===== config.mk =====
export PLATFORM = sky130hd
export DESIGN_NAME = if_id_stall_register
export DESIGN_NICKNAME = d
export VERILOG_FILES = /design/src/rtl/if_id_stall_register_pkg.sv /design/src/rtl/if_id_stall_register_stall_watchdog.sv /design/src/rtl/if_id_stall_register.sv
export SDC_FILE = /design/constraint.sdc
export NUM_CORES = 1
export LEC_CHECK = 0
export ABC_AREA = 1
export CELL_PAD_IN_SITES_DETAIL_PLACEMENT = 1
export CELL_PAD_IN_SITES_GLOBAL_PLACEMENT = 2
export CORE_MARGIN = 2
export CORE_UTILIZATION = 24
export CTS_CLUSTER_DIAMETER = 30
export CTS_CLUSTER_SIZE = 10
export DETAILED_ROUTE_END_ITERATION = 6
export PLACE_DENSITY = 0.86
export SYNTH_ARGS = -nofsm -noshare
export SYNTH_HDL_FRONTEND = slang
export SYNTH_HIERARCHICAL = 1
export SYNTH_SLANG_ARGS = --single-unit
export TNS_END_PERCENT = 1

===== constraint.sdc =====
create_clock -name i_clk -period 3.1 [get_ports i_clk]
set_input_delay 0.62 -clock i_clk [delete_from_list [all_inputs] [get_ports i_clk]]
set_output_delay 0.62 -clock i_clk [all_outputs]
set_load 0.05 [all_outputs]

===== src/rtl/if_id_stall_register_pkg.sv =====
// Shared definitions for the IF/ID stall register: FSM state encoding and the NOP encoding.
package if_id_stall_register_pkg;

  typedef enum logic [1:0] {
    RUN     = 2'd0,
    STALLED = 2'd1,
    FLUSHED = 2'd2
  } id_state_e;

  // sll $0,$0,0
  localparam logic [31:0] NOP_INSTR_ENC = 32'h0000_0000;

endpackage : if_id_stall_register_pkg


===== src/rtl/if_id_stall_register_stall_watchdog.sv =====
// Stall watchdog: saturating count of consecutive stall cycles plus a sticky timeout flag.
module stall_watchdog #(
  parameter int MAX_STALL_CYCLES = 8,
  parameter int CNT_WIDTH        = 4
) (
  input  logic i_clk,
  input  logic i_rst,
  input  logic i_enable,
  input  logic i_stall,
  output logic o_timeout
);

  localparam logic [CNT_WIDTH-1:0] CNT_MAX     = CNT_WIDTH'(MAX_STALL_CYCLES);
  localparam logic [CNT_WIDTH-1:0] CNT_MAX_M1  = CNT_WIDTH'(MAX_STALL_CYCLES - 1);

  logic [CNT_WIDTH-1:0] run_cnt_q;
  logic                 timeout_q;

  // A frozen pipeline neither extends nor breaks the current stall run.
  // NOTE: state registers use non-blocking assignments so every flop samples pre-edge values.
  always_ff @(posedge i_clk or posedge i_rst) begin
    if (i_rst) begin
      run_cnt_q <= '0;
      timeout_q <= 1'b0;
    end else if (i_enable) begin
      if (i_stall) begin
        if (run_cnt_q != CNT_MAX) run_cnt_q <= run_cnt_q + 1'b1;
        if (run_cnt_q >= CNT_MAX_M1) timeout_q <= 1'b1;
      end else begin
        run_cnt_q <= '0;
      end
    end
  end

  assign o_timeout = timeout_q;

endmodule : stall_watchdog


===== src/rtl/if_id_stall_register.sv =====
// IF/ID pipeline register with stall hold, jump squash and stall watchdog.
// Optional statistics ports are enabled by defining IF_ID_STALL_STATS_EN.
module if_id_stall_register
  import if_id_stall_register_pkg::*;
#(
  parameter int                    DATA_WIDTH       = 32,
  parameter logic [DATA_WIDTH-1:0] NOP_INSTR        = DATA_WIDTH'(NOP_INSTR_ENC),
  parameter int                    MAX_STALL_CYCLES = 8,
  parameter int                    CNT_WIDTH        = 4
) (
  input  logic                  i_clk,
  input  logic                  i_rst,
  input  logic                  i_enable,
  input  logic                  i_stall,
  input  logic                  i_jump_taken,
  input  logic [DATA_WIDTH-1:0] i_if_instruction,
  input  logic [DATA_WIDTH-1:0] i_if_pc_plus4,
  output logic                  o_pc_write,
  output logic [DATA_WIDTH-1:0] o_id_instruction,
  output logic [DATA_WIDTH-1:0] o_id_pc_plus4,
  output logic                  o_id_valid,
  output logic                  o_id_ex_bubble,
`ifdef IF_ID_STALL_STATS_EN
  output logic [31:0]           o_stall_cycles,
  output logic [31:0]           o_flush_count,
`endif
  output logic                  o_stall_timeout
);

  id_state_e             state_q, state_d;
  logic [DATA_WIDTH-1:0] id_instr_q, id_instr_d;
  logic [DATA_WIDTH-1:0] id_pc_q, id_pc_d;
  logic                  id_valid_q, id_valid_d;

  // A stalled branch in ID has not resolved yet, so stall outranks jump.
  // NOTE: every always_comb output is defaulted first so no path leaves a latch.
  always_comb begin
    state_d    = state_q;
    id_instr_d = id_instr_q;
    id_pc_d    = id_pc_q;
    id_valid_d = id_valid_q;
    if (i_enable) begin
      if (i_stall) begin
        state_d = STALLED;
      end else if (i_jump_taken) begin
        state_d    = FLUSHED;
        id_instr_d = NOP_INSTR;
        id_pc_d    = i_if_pc_plus4;
        id_valid_d = 1'b0;
      end else begin
        state_d    = RUN;
        id_instr_d = i_if_instruction;
        id_pc_d    = i_if_pc_plus4;
        id_valid_d = 1'b1;
      end
    end
  end

  always_ff @(posedge i_clk or posedge i_rst) begin
    if (i_rst) begin
      state_q    <= RUN;
      id_instr_q <= NOP_INSTR;
      id_pc_q    <= '0;
      id_valid_q <= 1'b0;
    end else begin
      state_q    <= state_d;
      id_instr_q <= id_instr_d;
      id_pc_q    <= id_pc_d;
      id_valid_q <= id_valid_d;
    end
  end

  assign o_pc_write       = ~i_rst & i_enable & ~i_stall;
  assign o_id_ex_bubble   = ~i_rst & i_enable & i_stall;
  assign o_id_instruction = id_instr_q;
  assign o_id_pc_plus4    = id_pc_q;
  assign o_id_valid       = id_valid_q;

  stall_watchdog #(
    .MAX_STALL_CYCLES (MAX_STALL_CYCLES),
    .CNT_WIDTH        (CNT_WIDTH)
  ) u_watchdog (
    .i_clk     (i_clk),
    .i_rst     (i_rst),
    .i_enable  (i_enable),
    .i_stall   (i_stall),
    .o_timeout (o_stall_timeout)
  );

`ifdef IF_ID_STALL_STATS_EN
  logic [31:0] stall_cycles_q;
  logic [31:0] flush_count_q;
  logic        flush_event;

  assign flush_event = i_enable & ~i_stall & i_jump_taken;

  always_ff @(posedge i_clk or posedge i_rst) begin
    if (i_rst) begin
      stall_cycles_q <= '0;
      flush_count_q  <= '0;
    end else begin
      if (i_enable && i_stall && stall_cycles_q != '1) stall_cycles_q <= stall_cycles_q + 1'b1;
      if (flush_event && flush_count_q != '1)          flush_count_q  <= flush_count_q + 1'b1;
    end
  end

  assign o_stall_cycles = stall_cycles_q;
  assign o_flush_count  = flush_count_q;
`endif

endmodule : if_id_stall_register


Yosys cells after proc, flatten, opt, wreduce, memory -nomap -nowiden
Index checks and enable logic that the tools add are counted.
{ "totals": {"register_bits": 70, "latchBits": 0, "ramBits": 0, "rom_bits": 0, "out_inout_bits": 68, "word_cells": 21, "memories": 0} }
{ "op_classes": {"add_sub_neg": 1, "multipliers": 0, "div": 0, "order_cmp": 1, "eq_ne": 2, "shifts": 0, "muxes": 4, "bitwise_logic": 5, "reduce_logical": 3} }
{ "op_table": {"columns": ["operator", "n"], "rows": [
  ["2-to-1 mux 32 bit", 1],
  ["2-to-1 mux 4 bit", 2],
  ["adder 4 x 1 -> 4 bit, second input constant", 1],
  [">= comparator 4 x 3 -> 1 bit, second input constant", 1],
  ["inequality test 4 bit, second input constant", 1],
  ["AND reduction 2 bit", 2],
  ["AND 1 bit", 3],
  ["AND reduction 3 bit", 1],
  ["inequality test 2 x 1 -> 1 bit, second input constant", 1],
  ["NOT 1 bit", 2],
  ["2-to-1 mux 1 bit", 1]
]} }

Depth between registers and ports, before layout
Gate-level depths: netlist of the first run.
{ "depth": {"ltp_word": 3, "ltp_mapped": 7, "mapped_depth_nobuf": 7} }

By module
Netlist of the first run, hierarchy kept.
{ "by_module_without_submodules": {"columns": ["mod", "n_inst", "cells_per_inst", "area_each_um2", "seq_area_each_um2"], "rows": [
  ["if_id_stall_register", 1, 350, 2735.1, 1626.6],
  ["stall_watchdog", 1, 46, 317.8, 125.1]
]} }

Least setup slack after synthesis of the first run
Ideal clock, no wire load.
{ "synth_path": {"path_kind": "input port to output port", "startpoint": "input port i_rst", "endpoint": "output port o_id_ex_bubble", "arrival_ns": 1.717, "required_time_ns": 2.480, "slack_ns": 0.763, "cell_stages": 1, "cell_sequence": "nor3_1"} }
{ "synth_between": {"elab_chain_len": 3} }
{ "synth_lines": {"columns": ["element", "line", "rtl"], "rows": [
  ["start: declaration", "if_id_stall_register.sv:12", "input logic i_rst,"],
  ["NOT 1 bit", "if_id_stall_register.sv:74", "assign o_id_ex_bubble = ~i_rst & i_enable & i_stall;"],
  ["AND 1 bit (2 in a row)", "if_id_stall_register.sv:74", null],
  ["end: declaration", "if_id_stall_register.sv:22", "output logic o_id_ex_bubble,"]
]} }
Every way passes these cells.

Worst setup path after layout of the first run
{ "layout_path": {"startpoint": "input port i_stall", "endpoint": "output port o_pc_write"} }
{ "layout_between": {"elab_chain_len": 2} }
{ "layout_lines": {"columns": ["element", "line", "rtl"], "rows": [
  ["start: declaration", "if_id_stall_register.sv:14", "input logic i_stall,"],
  ["NOT 1 bit (no source line)", null, null],
  ["AND 1 bit", "if_id_stall_register.sv:73", "assign o_pc_write = ~i_rst & i_enable & ~i_stall;"],
  ["end: declaration", "if_id_stall_register.sv:18", "output logic o_pc_write,"]
]} }
Every way passes these cells.

==> summary.txt, run 1 <==
Synthesis
  – Synthesized Nets: 467
  – Syn avg cell area: 7.709 µm²
  – Gate Count Post-Synth: 396
  – Largest cells by area after synthesis: dfrtp_1, nand2_1, inv_1
  – Main combinational cell family by area after synthesis: simple AND/OR/NAND/NOR gates
  – Mapped Area: 3053 µm²
  – Number of synthesized register bits: 70
  – Post-Synth XOR/XNOR Area: 0
  – Area share of and/or/nand/nor cells after synthesis: 0.3266
  – Adder-Cell Fraction of Synth Area: 0.008197
  – Synth area leader: dfrtp_1
  – Top-area cell type share of the netlist area: 0.5738
  – Post-synthesis mux area share: 0
  – Sequential area share after synthesis: 0.5738
  – Synth cell types: 16
  – Post-synthesis compound-gate area fraction: 0.001639
  – Synth Warn #: 6

Clock tree
  – H-tree depth: 3
  – CTS tree: built
  – Clk sink count: 70
  – Clock buffer depth: 2
  – # hold bufs at CTS: 0
  – Clk pin slew, worst setup/hold paths: 0.06 ns
  – Worst skew pair latency: 0.32 ns
  – CTS-repair resized insts: 0
  – Post-CTS setup buffers: 0
  – Root Buffer: clkbuf_16
  – TritonCTS Buffers: 9

Floorplanning
  – Die Width: 116.8 µm
  – Die Footprint: 13640 µm²
  – Rows: 41
  – Die height: 116.8 µm
  – Effective utilization at floorplan: 0.2439
  – Number of I/O pins: 137
  – Area of the core: 12520 µm²

Pwr
  – Power density over the cells: 593.0 nW/µm²
  – Register share of total power: 0.374
  – Max rail drop VDD: 0.0002143 V
  – Logic pwr share: 0.298
  – Switching Fraction: 0.3485
  – P_int: 1.884 mW
  – Switch Pwr: 1.008 mW
  – Clock network power share: 0.328
  – Leakage: 2.520 nW

Routing
  – Drt drc: 0
  – 1st-iter DRT viols: 67
  – WL per Instance: 12.99 µm
  – Drt via density: 4.064
  – Pre-antenna DRT Iters: 4
  – DR vias: 2877
  – ANT nets after route: 0
  – Final wirelength: 9198 µm

Worst setup path
  – CP Buf/Inv Count: 3
  – Kind of critical path: input port to output port
  – Cell family with most CP delay: buffers and inverters
  – CP cell instances: clkdlybuf4s50_1 > inv_2 > nand2_2 > nor2_1 > buf_12
  – Crit-path max FO: 6
  – R2R setup slack: 1.90 ns
  – Reg-to-reg critical path startpoint: u_watchdog/run_cnt_q[0]
  – Slowest stage cell on the critical path: clkdlybuf4s50_1
  – Critical path endpoint category: output port
  – CP startpoint kind: input port
  – CP arrival: 1.71 ns
  – CP max stage delay: 0.55 ns
  – RR Endpoint: u_watchdog/run_cnt_q[2]
  – Worst path required time: 2.48 ns
  – R2R cell count: 7

Timing
  – Slew Limit Fails: 0
  – Final setup skew: 0.003180 ns
  – Slew @ Worst Pin: 0.7014 ns
  – Crit share post-route: 0.7510
  – Min setup slack post-route: 0.7719 ns
  – RSZ-0062 raised after global routing: no
  – Fin. Hold Viols: 0
  – TNS Setup: 0 ns
  – Final min period: 2.328 ns
  – Final-report setup violation count: 0
  – Max Fclk: 0.4295 GHz
  – Rel. slew slack: 0.5324

Placed design
  – # port buffers: 136
  – Place WS: 0.7566 ns
  – RD Place Congestion: 0.7412
  – Post-DP HPWL: 6522 µm

Min path
  – Worst min path class: flop to flop
  – Hold-critical path depth: 2
  – Hold EP: o_id_pc_plus4[22]
  – Critical hold path startpoint: o_id_pc_plus4[22]

Global routing
  – Final global-route overflow total: 0
  – Vias in the first global route: 3048
  – Pin count of the biggest net entering global routing: 66
  – First-pass GRT wire length: 14840 µm
  – Initial antenna violation count: 0
  – GRT Total Usage: 0.1389

Status
  – Status: finished, final reports clean

Cells and area
  – # diodes: 0
  – Share of layout cells above drive strength 1: 0.05970
  – Nets: 602
  – P&R area growth vs syn: 59.71%

Run
  – Total of max-cap violations: 0
## stage by stage
step / std cells / instance area, µm² / hold slack (ns) / power [mW] / util
final: 708 / 4876 / 0.4764 / 2.891 / 0.3895
after global routing: 708 / 4876 / 0.4990 / 3.032 / 0.3895
after CTS: 708 / 4876 / 0.4820 / 2.932 / 0.3895
after detailed placement: 692 / 4599 / 0.4661 / 1.972 / 0.3675
after global placement: 692 / 4599 / 0.4616 / 1.954 / 0.3675
after floorplan: 396 / 3053 / 0.3985 / 1.608 / -
## state kept, by name (all words and copies together) (netlist names)
| register | count |
|---|---|
| o_id_instruction | 32 |
| o_id_pc_plus4 | 32 |
| u_watchdog/run_cnt_q | 4 |
| o_id_valid | 1 |
| u_watchdog/o_timeout | 1 |
## cells by family (layout without fill, tap and decap cells)
| family | Yosys count | count (layout) |
|---|---|---|
| AND/OR/NAND/NOR | 260 | 260 |
| flip-flops | 70 | 70 |
| buffers and inverters | 63 | 203 |
| adder cells (fa/ha/maj) | 2 | 2 |
| AO/OA/AOI/OAI | 1 | 1 |
## power by group through the flow
stage | Combinational (mW) | Sequential [mW] | Clock [mW]
detailed placement | 0.875 | 1.10 | 0
global placement | 0.861 | 1.09 | 0
global route | 0.919 | 1.10 | 1.02
CTS | 0.876 | 1.08 | 0.972
floorplan | 0.166 | 1.44 | 0
finish | 0.863 | 1.08 | 0.947
## layout by cell type, fill, tap and decap left out, types with 2 or more instances in the layout
master / n
clkdlybuf4s50_1: 134
nand2_2: 2
dfrtp_1: 70
buf_12: 2
clkinv_2: 3
clkbuf_16: 9
clkinvlp_4: 3
buf_4: 6
ha_1: 2
nor2_1: 37
inv_1: 42
nand2_1: 213
inv_2: 3
nand3_1: 3
## worst min-delay path, stage by stage (launching register included)
cell and delay, ns:
dfrtp_1 0.34, nand2_1 0.05, nand2_1 0.05
## cell usage after synthesis
library cell	number
nand2_1	214
dfrtp_1	70
inv_1	43
nor2_1	38
buf_2	9
buf_4	7
nand3_1	3
clkbuf_1	2
ha_1	2
inv_2	2
a21oi_1	1
nand2_2	1
nand4_1	1
nand4_2	1
nor3_1	1
or2_2	1
## worst max-delay path by stage
stage                     startpoint              to  slack [ns]  cells after the start
after floorplan                i_rst  o_id_ex_bubble        0.76                      1
final                        i_stall      o_pc_write        0.77                      5
after global routing         i_stall      o_pc_write        0.71                      5
after global placement       i_stall      o_pc_write        0.80                      5
after detailed placement     i_stall      o_pc_write        0.76                      5
after CTS                   i_enable  o_id_ex_bubble        0.76                      4
## layout make-up
type / instances / area, µm²
clock buffers: 10 / 239.0
well taps: 172 / 215.2
inverters: 45 / 168.9
flip-flops and latches: 70 / 1752
clock inverters: 6 / 37.54
fillers: 1548 / 7641
multi-input cells: 263 / 1037
repair buffers: 142 / 1426
## metal layers
| metal | part of all wire | GRT usage |
|---|---|---|
| met2 | 0.49 | 0.2412 |
| met4 | 0.014 | 0.04314 |
| met5 | 0 | 0 |
| met1 | 0.44 | 0.1703 |
| met3 | 0.050 | 0.03450 |
Power figures use the tool's default switching activity.
==> inputs of run 2 (changes only) <==
--- a/config.mk
+++ b/config.mk
@@ -9,11 +9,11 @@
 export CELL_PAD_IN_SITES_DETAIL_PLACEMENT = 1
 export CELL_PAD_IN_SITES_GLOBAL_PLACEMENT = 2
 export CORE_MARGIN = 2
-export CORE_UTILIZATION = 24
+export CORE_UTILIZATION = 20
 export CTS_CLUSTER_DIAMETER = 30
 export CTS_CLUSTER_SIZE = 10
 export DETAILED_ROUTE_END_ITERATION = 6
-export PLACE_DENSITY = 0.86
+export PLACE_DENSITY = 0.77
 export SYNTH_ARGS = -nofsm -noshare
 export SYNTH_HDL_FRONTEND = slang
 export SYNTH_HIERARCHICAL = 1
==> constraint.sdc (replaced) <==
create_clock -name i_clk -period 1.9 [get_ports i_clk]
set_input_delay 0.38 -clock i_clk [delete_from_list [all_inputs] [get_ports i_clk]]
set_output_delay 0.38 -clock i_clk [all_outputs]
set_load 0.05 [all_outputs]
==> run 2 against run 1 <==
Critical path depth fell by 4. First-iteration DRC count rose by 39%. Clock power rose by 57%. Die area rose by 19%. Non-clock buffer count rose by 5. Hold slack got worse by 0.0020 ns. Utilization fell by 5.9 points. Global-route usage fell by 2.0 points. Power rose by 61%. Via count rose by 1.1%. Combinational power rose by 61%. Critical path type is now flop to output port. Largest power group unchanged. Highest routed layer unchanged.
==> summary.txt, run 2 (same netlist as run 1, synthesis figures left out) <==
Status
  – Status: finished, final reports clean

Global routing
  – Vias in the first global route: 3136
  – Met2 global-route usage: 0.2035
  – GR Layer Usage met3: 0.02848
  – Final global-route overflow total: 0
  – First-pass GRT wire length: 15290 µm
  – Pin count of the biggest net entering global routing: 66
  – Gr busiest metal: met2
  – Initial antenna violation count: 0
  – Met1 Usage GRT: 0.1429
  – GRT Total Usage: 0.1186

Worst setup path
  – CP cell instances: clkdlybuf4s50_1
  – Kind of critical path: flop to output port
  – Cell family with most CP delay: buffers and inverters
  – Slowest stage cell on the critical path: clkdlybuf4s50_1
  – CP arrival: 1.48 ns
  – Worst path required time: 1.52 ns
  – CP startpoint kind: flop
  – Crit-path max FO: 2
  – CP Buf/Inv Count: 1
  – CP max stage delay: 0.80 ns
  – Critical path endpoint category: output port

Pwr
  – Power density over the cells: 934.2 nW/µm²
  – Max rail drop VDD: 0.0003410 V
  – Leakage: 2.946 nW

Floorplanning
  – Rows: 45
  – Number of I/O pins: 137
  – Area of the core: 15030 µm²
  – Die Footprint: 16270 µm²
  – Effective utilization at floorplan: 0.2031
  – Die height: 127.6 µm
  – Die Width: 127.6 µm

Clock tree
  – Clk sink count: 70
  – Post-CTS setup buffers: 0
  – Root Buffer: clkbuf_16
  – CTS tree: built
  – Clk pin slew, worst setup/hold paths: 0.06 ns
  – H-tree depth: 3
  – Worst skew pair latency: 0.32 ns
  – Clock buffer depth: 2
  – TritonCTS Buffers: 9

Routing
  – Final wirelength: 9237 µm
  – Drt via density: 4.001
  – WL per Instance: 12.71 µm
  – Drt drc: 0
  – 1st-iter DRT viols: 93
  – Pre-antenna DRT Iters: 4
  – DR vias: 2909
  – ANT nets after route: 0

Min path
  – Worst min path class: flop to flop

Timing
  – RSZ-0062 raised after global routing: no
  – Final setup skew: 0.002448 ns
  – Fin. Hold Viols: 0
  – Slew @ Worst Pin: 0.6994 ns
  – Slew Limit Fails: 0
  – Rel. slew slack: 0.5338
  – Crit share post-route: 0.9791
  – Final min period: 1.860 ns
  – Final-report setup violation count: 0
  – Max Fclk: 0.5375 GHz

Placed design
  – Post-DP HPWL: 6603 µm
  – # port buffers: 136
  – Post-DP Area: 4656 µm²
  – RD Place Congestion: 0.7186
  – Placed Cells: 713

Cells and area
  – Most frequent cells in the layout: nand2_1, clkdlybuf4s50_1, dfrtp_1
  – Finished Cell Area: 4969 µm²
  – # diodes: 0
  – Commonest non-fill, non-tap cell in the layout: nand2_1
  – Share of layout cells above drive strength 1: 0.1113
  – Post-Layout Cell Count: 727
  – Nets: 607
  – P&R area growth vs syn: 62.75%
  – Final core occ: 0.3305

Run
  – Total of max-cap violations: 0
==> run 2: area by class of cell <==
cell class / instances / area, µm²
fill: 1785 / 10060
sequential: 70 / 1752
timing repair buffer: 147 / 1515
multi-input combinational: 263 / 1037
clock buffer: 12 / 246.5
tap: 188 / 235.2
inverter: 45 / 172.7
clock inverter: 2 / 10.01
==> run 2: through the flow <==
stage / setup TNS [ns] / setup slack (ns) / power [mW] / hold slack, ns
floorplan: 0 / 0.04336 / 2.624 / 0.1585
global placement: 0 / 0.06322 / 3.194 / 0.4606
detailed placement: -0.009304 / -0.009304 / 3.219 / 0.4703
CTS: 0 / 0.0001353 / 4.750 / 0.4845
global route: 0 / 0.0003759 / 4.898 / 0.4924
finish: 0 / 0.03962 / 4.642 / 0.4745
==> run 2: timing repair <==
| item | in CTS | in global routing |
|---|---|---|
| setup endpoints to repair | 5 | 25 |
| endpoints found under the hold margin | 0 | 0 |
| hold buffers | 0 | 0 |
| gates resized for setup | 5 | 25 |
==> run 2: final timing paths <==
path                                         start                       to  slack [ns]  cells after the start
max                              o_id_pc_plus4[30]        o_id_pc_plus4[30]        0.04                      1
min                               o_id_pc_plus4[7]         o_id_pc_plus4[7]        0.47                      2
max reg2reg                u_watchdog/run_cnt_q[0]  u_watchdog/run_cnt_q[2]        0.68                      7
min reg2reg                       o_id_pc_plus4[7]         o_id_pc_plus4[7]        0.47                      2
max in group asynchronous                    i_rst      o_id_instruction[2]        1.05                      4
min in group asynchronous                    i_rst  u_watchdog/run_cnt_q[1]        0.49                      3
==> run 2: metal layers <==
metal / up-vias / share of wire
met5: - / 0
met4: 0 / 0.014
met3: 7 / 0.055
met2: 75 / 0.49
met1: 1403 / 0.44
li1: 1424 / -
==> run 2: report_power, final <==
group          internal (mW)  total (mW)  switching [mW]
registers               1.66        1.76           0.101
clock network          0.900        1.49           0.586
logic                  0.483        1.39           0.910
total                   3.04        4.64            1.60
==> run 2: worst register-to-register path: stages, from the launching register on <==
cell     delay, ns
dfrtp_1       0.43
inv_1         0.11
ha_1          0.20
nand2_1       0.06
nor2_1        0.15
nor2_1        0.06
nand2_1       0.06
nand2_1       0.05
==> inputs of run 3 (changes only) <==
--- a/config.mk
+++ b/config.mk
@@ -13,7 +13,9 @@
 export CTS_CLUSTER_DIAMETER = 30
 export CTS_CLUSTER_SIZE = 10
 export DETAILED_ROUTE_END_ITERATION = 6
+export GPL_TIMING_DRIVEN = 0
 export PLACE_DENSITY = 0.77
+export SETUP_SLACK_MARGIN = 0.4
 export SYNTH_ARGS = -nofsm -noshare
 export SYNTH_HDL_FRONTEND = slang
 export SYNTH_HIERARCHICAL = 1
==> run 3 against run 2 <==
Fmax up 16%. Count of clock-buffer cells in the layout increased by 1. Clock power increased by 32%. Clock skew increased by 0.00074 ns. Sequential share of layout area barely moved. Via count rose by 0.38%. Flip-flop and latch count stayed put. Cell count rose by 1.2%. First-iteration DRC count decreased by 16%. Hold slack lost 0.28 ns. Critical endpoint is now o_id_instruction[7]. Highest routed layer unchanged.
==> summary.txt, run 3 (same netlist as run 1, synthesis figures left out) <==
Clock tree
  – CTS tree: built
  – # hold bufs at CTS: 0
  – Clk pin slew, worst setup/hold paths: 0.06 ns
  – H-tree depth: 3
  – Clk sink count: 70
  – TritonCTS Buffers: 9
  – Root Buffer: clkbuf_16
  – Clock buffer depth: 2
  – Post-CTS setup buffers: 0
  – Worst skew pair latency: 0.33 ns

Global routing
  – Initial antenna violation count: 0
  – Vias in the first global route: 3252
  – Final global-route overflow total: 0
  – First-pass GRT wire length: 16260 µm
  – Pin count of the biggest net entering global routing: 39
  – GRT Total Usage: 0.1270

Pwr
  – Logic pwr share: 0.261
  – Overall power: 5.048 mW
  – Register share of total power: 0.349
  – Clock network power share: 0.390
  – Switching Fraction: 0.3218
  – Leakage: 2.736 nW
  – P_int: 3.424 mW
  – Power density over the cells: 1015 nW/µm²
  – Switch Pwr: 1.624 mW
  – Max rail drop VDD: 0.0003768 V

Routing
  – DR vias: 2920
  – ANT nets after route: 0
  – Drt drc: 0
  – Pre-antenna DRT Iters: 4
  – WL per Instance: 13.16 µm
  – 1st-iter DRT viols: 78
  – Final wirelength: 9686 µm
  – Drt via density: 3.967

Timing
  – Fin. Hold Viols: 0
  – Min setup slack post-route: 0.2943 ns
  – Final-report setup violation count: 0
  – Rel. slew slack: 0.5585
  – RSZ-0062 raised after global routing: yes
  – Final setup skew: 0.003192 ns
  – Final min period: 1.606 ns
  – Hold slack: 0.1915 ns
  – Slew @ Worst Pin: 0.6609 ns
  – Crit share post-route: 0.8451
  – Slew Limit Fails: 0
  – Max Fclk: 0.6228 GHz

Placed design
  – # port buffers: 135
  – Placed Cells: 720
  – RD Place Congestion: 0.6995
  – Place WS: -0.7962 ns
  – Post-DP Area: 4663 µm²
  – Post-DP HPWL: 7169 µm

Worst setup path
  – Cell family with most CP delay: buffers and inverters
  – Worst path required time: 1.52 ns
  – CP max stage delay: 0.54 ns
  – CP arrival: 1.23 ns
  – CP startpoint kind: flop
  – Slowest stage cell on the critical path: dlygate4sd2_1
  – CP cell instances: dlygate4sd2_1
  – Crit-path max FO: 2
  – Critical path endpoint category: output port
  – CP Buf/Inv Count: 1
  – Kind of critical path: flop to output port

Cells and area
  – Nets: 614
  – Commonest non-fill, non-tap cell in the layout: nand2_1
  – Most frequent cells in the layout: nand2_1, dfrtp_1, clkdlybuf4s50_1
  – Finished Cell Area: 4974 µm²
  – Post-Layout Cell Count: 736
  – P&R area growth vs syn: 62.91%
  – Filler cell count: 1782
  – Share of layout cells above drive strength 1: 0.08212
  – # diodes: 0

Floorplanning
  – Number of I/O pins: 137
  – Die Footprint: 16270 µm²
  – Rows: 45
  – Die height: 127.6 µm
  – Effective utilization at floorplan: 0.2031
  – Area of the core: 15030 µm²
  – Die Width: 127.6 µm

Status
  – Status: finished, final reports clean

Run
  – Total of max-cap violations: 0

Min path
  – Worst min path class: input port to async pin
run 3: final cells by class:
type,count,area (µm²),share of cell area
plain buffers,18,115.1,0.02314
inverters,45,172.7,0.03472
clock buffers,13,260.3,0.05233
clock inverters,3,90.09,0.01811
repair buffers,136,1319,0.2652
well taps,188,235.2,0.04730
flip-flops and latches,70,1752,0.3522
multi-input cells,263,1030,0.2070
run 3: final timing paths:
kind | start | to | slack (ns) | cells after the start
min in group i_clk | u_watchdog/o_timeout | u_watchdog/o_timeout | 0.46 | 1
worst min register to register | u_watchdog/o_timeout | u_watchdog/o_timeout | 0.46 | 1
worst max register to register | u_watchdog/run_cnt_q[0] | u_watchdog/o_timeout | 0.68 | 4
worst max-delay path | o_id_instruction[7] | o_id_instruction[7] | 0.29 | 1
max in group asynchronous | i_rst | o_id_instruction[9] | 0.93 | 3
worst min-delay path | i_rst | u_watchdog/o_timeout | 0.19 | 2
run 3: routing by layer:
metal  vias up  global-route usage  wire length, µm
met1      1382              0.1591             4403
li1       1445                   -                -
met2        79              0.2145             4690
met5         -                   0                0
met4         0             0.04848              152
met3        14             0.02722              440
run 3: power by group through the flow:
stage / clock [mW] / sequential [mW] / combinational, mW
floorplan: 0 / 2.35 / 0.271
global placement: 0 / 1.79 / 1.41
detailed placement: 0 / 1.79 / 1.44
CTS: 2.04 / 1.76 / 1.34
global route: 2.10 / 1.79 / 1.41
finish: 1.97 / 1.76 / 1.32
run 3: what timing repair did:
action | CTS | global route
gates resized for setup | 115 | 5
endpoints found under the setup margin | 68 | 68
cloned | 0 | 0
run 3: stage by stage:
step | utilization | setup TNS [ns]
2_1_floorplan | - | 0
3_3_place_gp | 0.3089 | -17.23
3_5_place_dp | 0.3102 | -1.311
4_1_cts | 0.3308 | 0
5_1_grt | 0.3308 | 0
6_report | 0.3308 | 0
